$ cat config.mk
export PLATFORM = sky130hd
export DESIGN_NAME = alu_rxd_seq
export DESIGN_NICKNAME = d
export VERILOG_FILES = /design/src/rtl/alu_rxd_seq_pkg.sv /design/src/rtl/alu_rxd_seq_calc.sv /design/src/rtl/alu_rxd_seq.sv
export SDC_FILE = /design/constraint.sdc
export NUM_CORES = 1
export LEC_CHECK = 0
export CORE_MARGIN = 8
export CORE_UTILIZATION = 40
export CTS_CLUSTER_SIZE = 25
export DETAILED_ROUTE_END_ITERATION = 7
export HOLD_SLACK_MARGIN = 0.12
export RECOVER_POWER = 50
export SLEW_MARGIN = 25
export SYNTH_ARGS = -nofsm -noshare
export SYNTH_HDL_FRONTEND = slang
export SYNTH_HIERARCHICAL = 1
export SYNTH_SLANG_ARGS = --single-unit
export TNS_END_PERCENT = 100
$ cat constraint.sdc
create_clock -name clkc -period 7.7 [get_ports clkc]
set_clock_uncertainty 0.1 [all_clocks]
set_input_delay 1.54 -clock clkc [delete_from_list [all_inputs] [get_ports clkc]]
set_output_delay 1.54 -clock clkc [all_outputs]
set_load 0.05 [all_outputs]
$ cat src/rtl/alu_rxd_seq_pkg.sv
// Shared definitions for the RLD/RRD read-modify-write sequencer:
// state encodings, Z80 flag bit positions and the ack timeout counter width.
package alu_rxd_seq_pkg;

  typedef enum logic [2:0] {
    RXD_IDLE = 3'd0,
    RXD_RD   = 3'd1,
    RXD_CALC = 3'd2,
    RXD_WR   = 3'd3,
    RXD_DONE = 3'd4
  } rxd_state_t;

  // Flag byte layout {S,Z,b5,H,b3,P/V,N,C}
  localparam int FLG_S  = 7;
  localparam int FLG_Z  = 6;
  localparam int FLG_B5 = 5;
  localparam int FLG_H  = 4;
  localparam int FLG_B3 = 3;
  localparam int FLG_PV = 2;
  localparam int FLG_N  = 1;
  localparam int FLG_C  = 0;

  localparam int TMO_W = 8;

  function automatic logic even_parity(input logic [7:0] v);
    return ~(^v);
  endfunction

endpackage

$ cat src/rtl/alu_rxd_seq_calc.sv
// Combinational nibble rotate between A and a memory byte for RLD/RRD,
// plus the resulting flag byte. Kept standalone so a formal model can reuse it.
module rxd_calc
  import alu_rxd_seq_pkg::*;
(
  input  logic       rrd_sel,
  input  logic [7:0] a,
  input  logic [7:0] m,
  input  logic       c,
  output logic [7:0] mem_new,
  output logic [7:0] a_new,
  output logic [7:0] flags
);

  always_comb begin
    if (rrd_sel) begin
      mem_new = {a[3:0], m[7:4]};
      a_new   = {a[7:4], m[3:0]};
    end else begin
      mem_new = {m[3:0], a[3:0]};
      a_new   = {a[7:4], m[7:4]};
    end

    // H and N are always cleared by RLD/RRD; C passes through untouched
    flags         = '0;
    flags[FLG_S]  = a_new[7];
    flags[FLG_Z]  = (a_new == 8'h00);
    flags[FLG_B5] = a_new[5];
    flags[FLG_H]  = 1'b0;
    flags[FLG_B3] = a_new[3];
    flags[FLG_PV] = even_parity(a_new);
    flags[FLG_N]  = 1'b0;
    flags[FLG_C]  = c;
  end

endmodule

$ cat src/rtl/alu_rxd_seq.sv
// Read-modify-write sequencer for the memory operand of RLD/RRD: reads (HL),
// rotates nibbles with A, writes the byte back and returns new A plus flags.
module alu_rxd_seq
  import alu_rxd_seq_pkg::*;
#(
  parameter int ADDR_W  = 16,
  parameter int ACK_TMO = 255
) (
  input  logic              clkc,
  input  logic              reset,
  input  logic              start,
  input  logic              rrd_sel,
  input  logic [7:0]        a_in,
  input  logic [ADDR_W-1:0] addr_in,
  input  logic              carry_bit,
  output logic [ADDR_W-1:0] mem_addr,
  output logic              mem_rd_req,
  output logic              mem_wr_req,
  output logic [7:0]        mem_wdata,
  input  logic [7:0]        mem_rdata,
  input  logic              mem_ack,
  output logic              busy,
  output logic              done,
  output logic              err,
  output logic [7:0]        a_out,
  output logic [7:0]        flag_out
);

  localparam logic [TMO_W-1:0] TMO_LAST = TMO_W'(ACK_TMO - 1);

  rxd_state_t state_q, state_d;

  logic              rrd_q;
  logic [7:0]        a_q;
  logic [ADDR_W-1:0] hl_q;
  logic              c_q;
  logic [7:0]        m_q;
  logic [7:0]        mem_new_q;
  logic [7:0]        a_new_q;
  logic [7:0]        flags_q;
  logic [TMO_W-1:0]  cnt_q;
  logic [7:0]        a_out_q;
  logic [7:0]        flag_out_q;
  logic              err_q;

  logic [7:0] calc_mem_new;
  logic [7:0] calc_a_new;
  logic [7:0] calc_flags;

  logic rd_req_c;
  logic wr_req_c;
  logic load_in;
  logic latch_m;
  logic calc_en;
  logic cnt_clr;
  logic cnt_inc;
  logic finish_ok;
  logic finish_err;

  rxd_calc u_calc (
    .rrd_sel (rrd_q),
    .a       (a_q),
    .m       (m_q),
    .c       (c_q),
    .mem_new (calc_mem_new),
    .a_new   (calc_a_new),
    .flags   (calc_flags)
  );

  always_ff @(posedge clkc or posedge reset) begin
    if (reset) begin
      state_q <= RXD_IDLE;
    end else begin
      state_q <= state_d;
    end
  end

  always_comb begin
    state_d    = state_q;
    rd_req_c   = 1'b0;
    wr_req_c   = 1'b0;
    load_in    = 1'b0;
    latch_m    = 1'b0;
    calc_en    = 1'b0;
    cnt_clr    = 1'b0;
    cnt_inc    = 1'b0;
    finish_ok  = 1'b0;
    finish_err = 1'b0;

    unique case (state_q)
      RXD_IDLE: begin
        if (start) begin
          load_in = 1'b1;
          cnt_clr = 1'b1;
          state_d = RXD_RD;
        end
      end
      RXD_RD: begin
        rd_req_c = 1'b1;
        if (mem_ack) begin
          latch_m = 1'b1;
          state_d = RXD_CALC;
        end else if (cnt_q == TMO_LAST) begin
          // abandon the read: nothing is written back on this path
          finish_err = 1'b1;
          state_d    = RXD_DONE;
        end else begin
          cnt_inc = 1'b1;
        end
      end
      RXD_CALC: begin
        calc_en = 1'b1;
        cnt_clr = 1'b1;
        state_d = RXD_WR;
      end
      RXD_WR: begin
        wr_req_c = 1'b1;
        if (mem_ack) begin
          finish_ok = 1'b1;
          state_d   = RXD_DONE;
        end else if (cnt_q == TMO_LAST) begin
          finish_err = 1'b1;
          state_d    = RXD_DONE;
        end else begin
          cnt_inc = 1'b1;
        end
      end
      RXD_DONE: begin
        state_d = RXD_IDLE;
      end
      default: begin
        state_d = RXD_IDLE;
      end
    endcase
  end

  always_ff @(posedge clkc or posedge reset) begin
    if (reset) begin
      rrd_q <= 1'b0;
      a_q   <= '0;
      hl_q  <= '0;
      c_q   <= 1'b0;
      m_q   <= '0;
      cnt_q <= '0;
    end else begin
      if (load_in) begin
        rrd_q <= rrd_sel;
        a_q   <= a_in;
        hl_q  <= addr_in;
        c_q   <= carry_bit;
      end
      if (latch_m) begin
        m_q <= mem_rdata;
      end
      if (cnt_clr) begin
        cnt_q <= '0;
      end else if (cnt_inc) begin
        cnt_q <= cnt_q + 1'b1;
      end
    end
  end

  always_ff @(posedge clkc or posedge reset) begin
    if (reset) begin
      mem_new_q <= '0;
      a_new_q   <= '0;
      flags_q   <= '0;
    end else if (calc_en) begin
      mem_new_q <= calc_mem_new;
      a_new_q   <= calc_a_new;
      flags_q   <= calc_flags;
    end
  end

  // Results land on entry to DONE so they are valid alongside the done pulse
  always_ff @(posedge clkc or posedge reset) begin
    if (reset) begin
      a_out_q    <= '0;
      flag_out_q <= '0;
      err_q      <= 1'b0;
    end else if (finish_ok) begin
      a_out_q    <= a_new_q;
      flag_out_q <= flags_q;
      err_q      <= 1'b0;
    end else if (finish_err) begin
      a_out_q <= a_q;
      err_q   <= 1'b1;
    end
  end

  assign mem_rd_req = rd_req_c;
  assign mem_wr_req = wr_req_c;
  assign mem_addr   = (rd_req_c || wr_req_c) ? hl_q : '0;
  assign mem_wdata  = wr_req_c ? mem_new_q : '0;
  assign busy       = (state_q != RXD_IDLE);
  assign done       = (state_q == RXD_DONE);
  assign err        = err_q;
  assign a_out      = a_out_q;
  assign flag_out   = flag_out_q;

endmodule

==> impl_metrics.py, run 1 <==
metrics = {
    "status": {
        "status": "finished clean",
    },
    "timing": {
        "fin_crit_sh": 0.5444,
        "finalHoldViolCount": 0,
        "finalSetupViolations": 0,
        "setup_tns_ns": 0,
        "slew_viol_final": 0,
        "period_needed_ns": 4.192,
        "clock.fmax_mhz": 238.5,
        "relSlewSlack": 0.05891,
        "rsz0062_at_grt": "no",
        "tightest_slew_ns": 1.412,
    },
    "hold_path": {
        "hp-class": "flip-flop to flip-flop",
    },
    "placement": {
        "place_hpwl_mm": 6.059,
        "port_buffers": 82,
        "gp_congestion": 0.8073,
        "placedInstanceArea_um2": 4986,
    },
    "synthesis": {
        "synth-simple-area-share": 0.1064,
        "syn-cell-area_um2": 4153,
        "synth_flop_cell": "dfrtp_1",
        "synth_area_leaders": "dfrtp_1, mux2_2, mux2_4",
        "ys_seq_area_frac": 0.5182,
        "synth_compound_area_frac": 0.05725,
        "synthMostInstantiatedCell": "dfrtp_1",
        "synth.avg_cell_area_um2": 13.40,
        "synth_commonest_cells": "dfrtp_1, mux2_2, and2_1, mux2_4, inv_1",
        "synthDistinctLibCells": 43,
        "yosysTopAreaCell": "dfrtp_1",
        "synthAdderAreaFrac": 0.01808,
        "synth_edf_count": 0,
        "postSynth.asyncResetShare": 1.000,
        "yosysWarnings": 6,
        "synth_top_family_by_area": "multiplexers",
        "synth-xor-area-share": 0.006327,
        "synthMuxAreaShare": 0.2332,
        "yosys.area.top_type_share": 0.5182,
        "ys_ff_latch": 86,
        "synth_cells": 310,
    },
    "power": {
        "clkPwrFrac": 0.126,
        "p_seq_frac": 0.338,
        "p_leak_nw": 2.209,
        "p_sw_frac": 0.4214,
        "powerDensity_nw_per_um2": 475.0,
        "p_int_mw": 1.423,
        "power_switching_mw": 1.037,
        "ir_drop_mv": 0.2701,
        "combinationalPowerShare": 0.536,
    },
    "cells_and_area": {
        "areaGrowthSynthToFinish_pct": 24.71,
        "multi_input_area_um2": 1764,
        "drive_gt1_frac": 0.3041,
        "diodes": 0,
        "postLayoutCellArea_um2": 5179,
        "seq_area_um2": 2152,
        "finalNetCount": 427,
        "fillers": 913,
    },
    "detailed_routing": {
        "totalWireLength_mm": 8.742,
        "firstDrtPassIters": 4,
        "ant_nets": 0,
        "vias_per_cell": 4.990,
        "drc": 0,
        "num_vias": 2615,
        "drt_iter0_drc": 109,
        "wl_per_cell_um": 16.68,
    },
    "clock_network": {
        "clk_latency_ns": 0.35,
        "cts_tree": "yes",
        "clock_sinks": 86,
        "cts_buffer_depth": 2,
        "clk_pin_slew_worst_paths_ns": 0.08,
        "cts_resized": 0,
        "cts_hold_buf": 0,
        "h-tree-depth": 3,
        "cts_inserted_buffers": 9,
        "cts-root-buf": "clkbuf_8",
        "post-cts-setup-buffer-count": 0,
    },
    "global_routing": {
        "grt_usage": 0.1307,
        "grt_pass1_wl_mm": 14.59,
        "overflow": 0,
        "grt_pass1_vias": 2809,
        "grt_max_degree": 87,
        "antenna_found_initial": 0,
    },
    "critical_path": {
        "start_kind": "flip-flop",
        "cp_slowest_stage_delay_ns": 0.82,
        "endpoint_kind": "primary output",
        "cp_cell_sequence": "nor2b_4 -> and3_1 -> clkdlybuf4s50_1",
        "worstSetupPathType": "flip-flop to primary output",
        "crit_arrival_ns": 2.55,
        "cp_max_fo": 27,
        "required_ns": 6.06,
        "cp_slowest_cell": "clkdlybuf4s50_1",
    },
    "floorplanning": {
        "die_w_um": 117.9,
        "fp.dieH_um": 117.9,
        "rows": 37,
        "ioPinCount": 83,
        "start_util": 0.4077,
        "core_area_um2": 10180,
        "die_area_um2": 13900,
    },
    "job": {
        "drv_cap": 0,
    },
}
area by class of cell:
cell class | instances | area share
Tap cell | 136 | 0.03286
Multi-Input combinational cell | 185 | 0.3407
Inverter | 17 | 0.01256
Sequential cell | 86 | 0.4156
Clock buffer | 11 | 0.02537
Timing Repair Buffer | 84 | 0.1614
Clock inverter | 5 | 0.01160
final timing paths:
check                                  startpoint                      end  slack, ns  depth (start not counted)
max                        state_q[0]$_DFFE_PP0P_             mem_wdata[6]       3.51                          3
min                        a_new_q[7]$_DFFE_PP0N_   a_new_q[7]$_DFFE_PP0N_       0.40                          1
max reg2reg                state_q[1]$_DFFE_PP0P_   a_new_q[2]$_DFFE_PP0N_       5.02                          3
min reg2reg                a_new_q[7]$_DFFE_PP0N_   a_new_q[7]$_DFFE_PP0N_       0.40                          1
max in group asynchronous                   reset     a_out[3]$_DFFE_PP0P_       5.18                          3
min in group asynchronous                   reset  flag_out[6]$_DFFE_PP0P_       1.79                          3
kinds of logic after synthesis:
group | after synthesis
simple gates | 65
flops | 86
buf+inv | 40
compound gates | 29
xor+xnor | 3
other cells | 1
fa+ha+maj | 6
mux | 80
critical path, delay by kind of cell (launching register included):
| family | cells | cell delay, ns |
|---|---|---|
| buffers and inverters | 1 | 0.82 |
| and+or+nand+nor | 2 | 0.78 |
| DFF | 1 | 0.60 |
state kept, by name, summed over array words and instances (netlist names):
register and cells:
hl_q 16, a_new_q 8, a_out 8, a_q 8
cnt_q 8, flag_out 8, flags_q 8, m_q 8
mem_new_q 8, state_q 3, c_q 1, err 1
rrd_q 1
cells in the final DEF (no fill, tap or decap), types with 4 or more instances in the layout:
cell type,netlist,routed
clkbuf_8,0,9
or2_2,8,8
and3_1,9,9
mux2_4,20,20
mux2i_1,6,6
clkdlybuf4s50_1,0,80
dfrtp_1,86,86
o221a_2,9,9
inv_1,17,16
mux2_2,54,54
and2_1,20,19
o21ai_0,4,4
nand3_1,5,5
ha_1,6,6
stage by stage:
| step | total power, mW | hold WS (ns) | utilization | setup WS [ns] | cells |
|---|---|---|---|---|---|
| after global placement | 2.156 | 0.3812 | 0.4892 | 3.699 | 508 |
| after floorplan | 1.842 | 0.3721 | - | 3.838 | 311 |
| after detailed placement | 2.174 | 0.3844 | 0.4896 | 3.578 | 508 |
| final | 2.460 | 0.4034 | 0.5085 | 3.508 | 524 |
| after global routing | 2.619 | 0.4257 | 0.5085 | 3.332 | 524 |
| after CTS | 2.496 | 0.4069 | 0.5084 | 3.154 | 524 |
power by group through the flow:
stage | Sequential, mW | Clock, mW | Combinational, mW
after floorplan | 0.915 | 0 | 0.927
after global placement | 0.834 | 0 | 1.32
after detailed placement | 0.838 | 0 | 1.34
after CTS | 0.833 | 0.321 | 1.34
after global routing | 0.867 | 0.339 | 1.41
final | 0.830 | 0.310 | 1.32
routing by layer:
metal | share of wire | global-route usage | vias to the layer above
li1 | - | - | 1223
met3 | 0.068 | 0.04412 | 11
met5 | 0 | 0 | -
met2 | 0.46 | 0.2044 | 69
met4 | 0.015 | 0.05284 | 0
met1 | 0.45 | 0.1625 | 1312
Power figures use the tool's default switching activity.
==> run 2: changes to the inputs <==
- PLACE_DENSITY: not set -> 0.67
- clock period: 7.7 -> 3.55 ns (I/O delays scaled with it)
==> impl_metrics.py, run 2 (synthesized netlist as in run 1, its figures left out) <==
metrics = {
    "status": {
        "status": "finished with violations",
        "failed_checks": "capacitance limit, slew limit",
    },
    "floorplanning": {
        "ioPinCount": 83,
        "die_area_um2": 13900,
        "start_util": 0.4077,
        "die_w_um": 117.9,
        "fp.dieH_um": 117.9,
        "core_area_um2": 10180,
        "rows": 37,
    },
    "clock_network": {
        "cts_hold_buf": 0,
        "cts_inserted_buffers": 9,
        "clk_pin_slew_worst_paths_ns": 0.08,
        "cts_buffer_depth": 2,
        "h-tree-depth": 3,
        "cts_resized": 0,
        "cts-root-buf": "clkbuf_8",
        "clk_latency_ns": 0.35,
        "clock_sinks": 86,
        "cts_tree": "yes",
        "post-cts-setup-buffer-count": 0,
    },
    "placement": {
        "gp_congestion": 0.7589,
        "port_buffers": 82,
        "place_hpwl_mm": 6.225,
        "numPlacedInstances": 509,
        "pre_cts_ws_ns": 0.9435,
    },
    "critical_path": {
        "worstReg2RegStart": "state_q[1]$_DFFE_PP0P_",
        "cp_slowest_stage_delay_ns": 0.72,
        "start_kind": "flip-flop",
        "timing.rr.end": "a_new_q[3]$_DFFE_PP0N_",
        "r2r_cells": 3,
        "cp_slowest_cell": "clkdlybuf4s50_1",
        "crit_path_start": "state_q[1]$_DFFE_PP0P_",
        "crit_arrival_ns": 2.18,
        "crit_cells": 2,
        "worstSetupPathType": "flip-flop to primary output",
        "cp_num_buf_inv": 1,
        "required_ns": 2.74,
        "worstSetupEndpoint": "busy",
        "cp_max_fo": 19,
        "r2r_slack_ns": 0.95,
        "cp_cell_sequence": "or3_4 -> clkdlybuf4s50_1",
        "endpoint_kind": "primary output",
        "cp_top_family": "buffers and inverters",
    },
    "cells_and_area": {
        "final_common_cell": "dfrtp_1",
        "multi_input_area_um2": 1754,
        "fillers": 892,
        "areaGrowthSynthToFinish_pct": 31.27,
        "drive_gt1_frac": 0.3702,
        "regMostFlops": "hl_q",
        "finalNetCount": 428,
        "post-route-util": 0.5353,
        "final_cell_mix": "dfrtp_1, clkdlybuf4s50_1, mux2_2",
        "largest_register_ffs": 16,
        "fin_cells": 525,
        "seq_area_um2": 2152,
        "diodes": 0,
    },
    "global_routing": {
        "antenna_found_initial": 0,
        "grt_pass1_vias": 2749,
        "grt_usage": 0.1307,
        "grt_max_degree": 87,
        "overflow": 0,
        "grt_pass1_wl_mm": 14.49,
    },
    "power": {
        "clkPwrFrac": 0.132,
        "power_switching_mw": 2.317,
        "p_sw_frac": 0.4016,
        "p_leak_nw": 2.346,
        "p_int_mw": 3.453,
        "ir_drop_mv": 0.4929,
        "powerDensity_nw_per_um2": 1058,
        "p_seq_frac": 0.311,
        "combinationalPowerShare": 0.557,
    },
    "timing": {
        "finalHoldViolCount": 0,
        "tightest_slew_ns": 2.085,
        "fin_ws_ns": 0.5630,
        "period_needed_ns": 2.987,
        "finalSetupViolations": 0,
        "rsz0062_at_grt": "no",
        "slew_viol_final": 87,
        "setup_tns_ns": 0,
        "fin_crit_sh": 0.8414,
        "clock.fmax_mhz": 334.8,
        "relSlewSlack": -0.3902,
        "whs_ns": 0.4039,
    },
    "detailed_routing": {
        "drt_iter0_drc": 167,
        "wl_per_cell_um": 16.55,
        "vias_per_cell": 4.960,
        "ant_nets": 0,
        "firstDrtPassIters": 4,
        "drc": 0,
        "num_vias": 2604,
        "totalWireLength_mm": 8.689,
    },
    "job": {
        "drv_cap": 1,
    },
    "hold_path": {
        "hp-class": "flip-flop to flip-flop",
    },
}
-- run 2: cell count changes in the layout (fill, tap and decap cells not counted), moves of 2 or more --
cell | before | now
clkinv_4 | 2 | 0
clkdlybuf4s50_1 | 80 | 56
clkbuf_1 | 3 | 1
buf_12 | 0 | 25
-- run 2: stage by stage --
step | area, um2 | power (mW)
2_1_floorplan | 4156 | 3.996
3_3_place_gp | 5250 | 5.020
3_5_place_dp | 5250 | 5.078
4_1_cts | 5473 | 5.849
5_1_grt | 5451 | 6.104
6_report | 5451 | 5.770
-- run 2: final cells by class --
type	instances	area share
clock inverter	6	0.01561
inverter	17	0.01193
clock buffer	10	0.02525
timing repair buffer	85	0.1994
sequential	86	0.3948
multi-input combinational	185	0.3218
tap	136	0.03121
-- run 2: how the worst min path moves through the flow --
| stage | from | slack (ns) | cells past startpoint | endpoint |
|---|---|---|---|---|
| final | mem_new_q[3]$_DFFE_PP0N_ | 0.40 | 1 | mem_new_q[3]$_DFFE_PP0N_ |
| after CTS | mem_new_q[2]$_DFFE_PP0N_ | 0.41 | 1 | mem_new_q[2]$_DFFE_PP0N_ |
| after floorplan | hl_q[12]$_DFFE_PP0P_ | 0.37 | 1 | hl_q[12]$_DFFE_PP0P_ |
| after global routing | mem_new_q[2]$_DFFE_PP0N_ | 0.42 | 1 | mem_new_q[2]$_DFFE_PP0N_ |
| after detailed placement | hl_q[12]$_DFFE_PP0P_ | 0.39 | 1 | hl_q[12]$_DFFE_PP0P_ |
| after global placement | a_new_q[7]$_DFFE_PP0N_ | 0.38 | 1 | a_new_q[7]$_DFFE_PP0N_ |
-- run 2: power groups by stage --
stage | Sequential [mW] | Clock [mW] | Combinational (mW)
2_1_floorplan | 1.99 | 0 | 2.01
3_3_place_gp | 1.80 | 0 | 3.22
3_5_place_dp | 1.82 | 0 | 3.26
4_1_cts | 1.80 | 0.780 | 3.27
5_1_grt | 1.87 | 0.823 | 3.41
6_report | 1.80 | 0.759 | 3.22
-- run 2: routing by layer --
metal / routed length, um / global-route usage
met5: 0 / 0
met4: 133 / 0.05524
met3: 497 / 0.03789
met2: 4130 / 0.2083
met1: 3927 / 0.1622
==> run 3: changes to the inputs <==
- PLACE_DENSITY: 0.67 -> not set
- clock period: 3.55 -> 3.02 ns (I/O delays scaled with it)
==> impl_metrics.py, run 3 (synthesized netlist as in run 1, its figures left out) <==
metrics = {
    "placement": {
        "numPlacedInstances": 512,
        "place_hpwl_mm": 6.586,
        "placedInstanceArea_um2": 5288,
        "port_buffers": 82,
        "gp_congestion": 0.8142,
    },
    "critical_path": {
        "r2r_slack_ns": 0.50,
        "start_kind": "flip-flop",
        "worstSetupPathType": "flip-flop to primary output",
        "cp_max_fo": 13,
        "crit_arrival_ns": 2.08,
        "endpoint_kind": "primary output",
        "required_ns": 2.32,
    },
    "floorplanning": {
        "die_area_um2": 13900,
        "rows": 37,
        "ioPinCount": 83,
        "die_w_um": 117.9,
        "start_util": 0.4077,
        "core_area_um2": 10180,
        "fp.dieH_um": 117.9,
    },
    "clock_network": {
        "clk_pin_slew_worst_paths_ns": 0.08,
        "cts_tree": "yes",
        "cts-root-buf": "clkbuf_8",
        "cts_inserted_buffers": 9,
        "post-cts-setup-buffer-count": 0,
        "cts_buffer_depth": 2,
        "clock_sinks": 86,
        "clk_latency_ns": 0.36,
        "cts_resized": 0,
        "h-tree-depth": 3,
        "cts_hold_buf": 0,
    },
    "detailed_routing": {
        "totalWireLength_mm": 9.290,
        "wl_per_cell_um": 17.59,
        "vias_per_cell": 5.055,
        "drt_iter0_drc": 74,
        "firstDrtPassIters": 4,
        "drc": 0,
        "ant_nets": 0,
        "num_vias": 2669,
    },
    "timing": {
        "relSlewSlack": 0.3097,
        "period_needed_ns": 2.779,
        "rsz0062_at_grt": "no",
        "clock.fmax_mhz": 359.8,
        "finalHoldViolCount": 0,
        "slew_viol_final": 0,
        "tightest_slew_ns": 1.035,
        "setup_tns_ns": 0,
        "finalSetupViolations": 0,
        "whs_ns": 0.3944,
        "fin_crit_sh": 0.9203,
    },
    "global_routing": {
        "grt_usage": 0.1388,
        "grt_pass1_wl_mm": 15.57,
        "overflow": 0,
        "grt_max_degree": 42,
        "grt_pass1_vias": 2920,
        "antenna_found_initial": 0,
    },
    "cells_and_area": {
        "post-route-util": 0.5313,
        "final_common_cell": "dfrtp_1",
        "areaGrowthSynthToFinish_pct": 30.31,
        "finalNetCount": 431,
        "postLayoutCellArea_um2": 5411,
        "diodes": 0,
        "final_cell_mix": "dfrtp_1, clkdlybuf4s50_1, mux2_2",
        "largest_register_ffs": 16,
        "fillers": 927,
        "fin_cells": 528,
        "drive_gt1_frac": 0.3495,
        "regMostFlops": "hl_q",
    },
    "power": {
        "ir_drop_mv": 0.7195,
        "powerDensity_nw_per_um2": 1246,
        "p_leak_nw": 2.326,
    },
    "hold_path": {
        "hp-class": "flip-flop to flip-flop",
    },
    "job": {
        "drv_cap": 0,
    },
    "status": {
        "status": "finished clean",
    },
}
## run 3: power breakdown
part	internal, mW	leakage, nW	total (mW)	switching [mW]
clock	0.465	0.106	0.882	0.417
sequential	1.69	1.04	2.10	0.404
combinational	1.84	1.18	3.77	1.93
total	3.99	2.33	6.75	2.75
## run 3: through the flow
stage / total power [mW] / setup slack, ns
after floorplan: 4.698 / 0.09415
after detailed placement: 6.018 / 0.5538
after global routing: 7.137 / 0.1590
after CTS: 6.919 / 0.2214
final: 6.745 / 0.2407
after global placement: 5.963 / 0.5733
## run 3: critical path, cell delays in order (launching register included)
cell	delay [ns]
dfrtp_1	0.52
or3_1	0.48
clkdlybuf4s50_1	0.72
## run 3: layout make-up
cell class                 count  area [um2]  area share
clock inverter                 6       86.33     0.01595
multi-input combinational    185        1693      0.3128
tap                          136       170.2     0.03145
clock buffer                  10       127.6     0.02358
timing repair buffer          88        1117      0.2065
sequential                    86        2152      0.3977
inverter                      17       65.06     0.01202
## run 3: path summary, 6_finish.rpt
check,endpoint,cells after the start,start
min in group asynchronous,rrd_q$_DFFE_PP0P_,2,reset
min,hl_q[11]$_DFFE_PP0P_,1,hl_q[11]$_DFFE_PP0P_
max,busy,2,state_q[0]$_DFFE_PP0P_
min reg2reg,hl_q[11]$_DFFE_PP0P_,1,hl_q[11]$_DFFE_PP0P_
max reg2reg,a_q[1]$_DFFE_PP0P_,4,state_q[0]$_DFFE_PP0P_
max in group asynchronous,hl_q[10]$_DFFE_PP0P_,3,reset
## run 3: layer usage
layer,global-route usage,wire (um)
met4,0.05685,167
met2,0.2126,4314
met5,0,0
met3,0.04940,608
met1,0.1743,4200
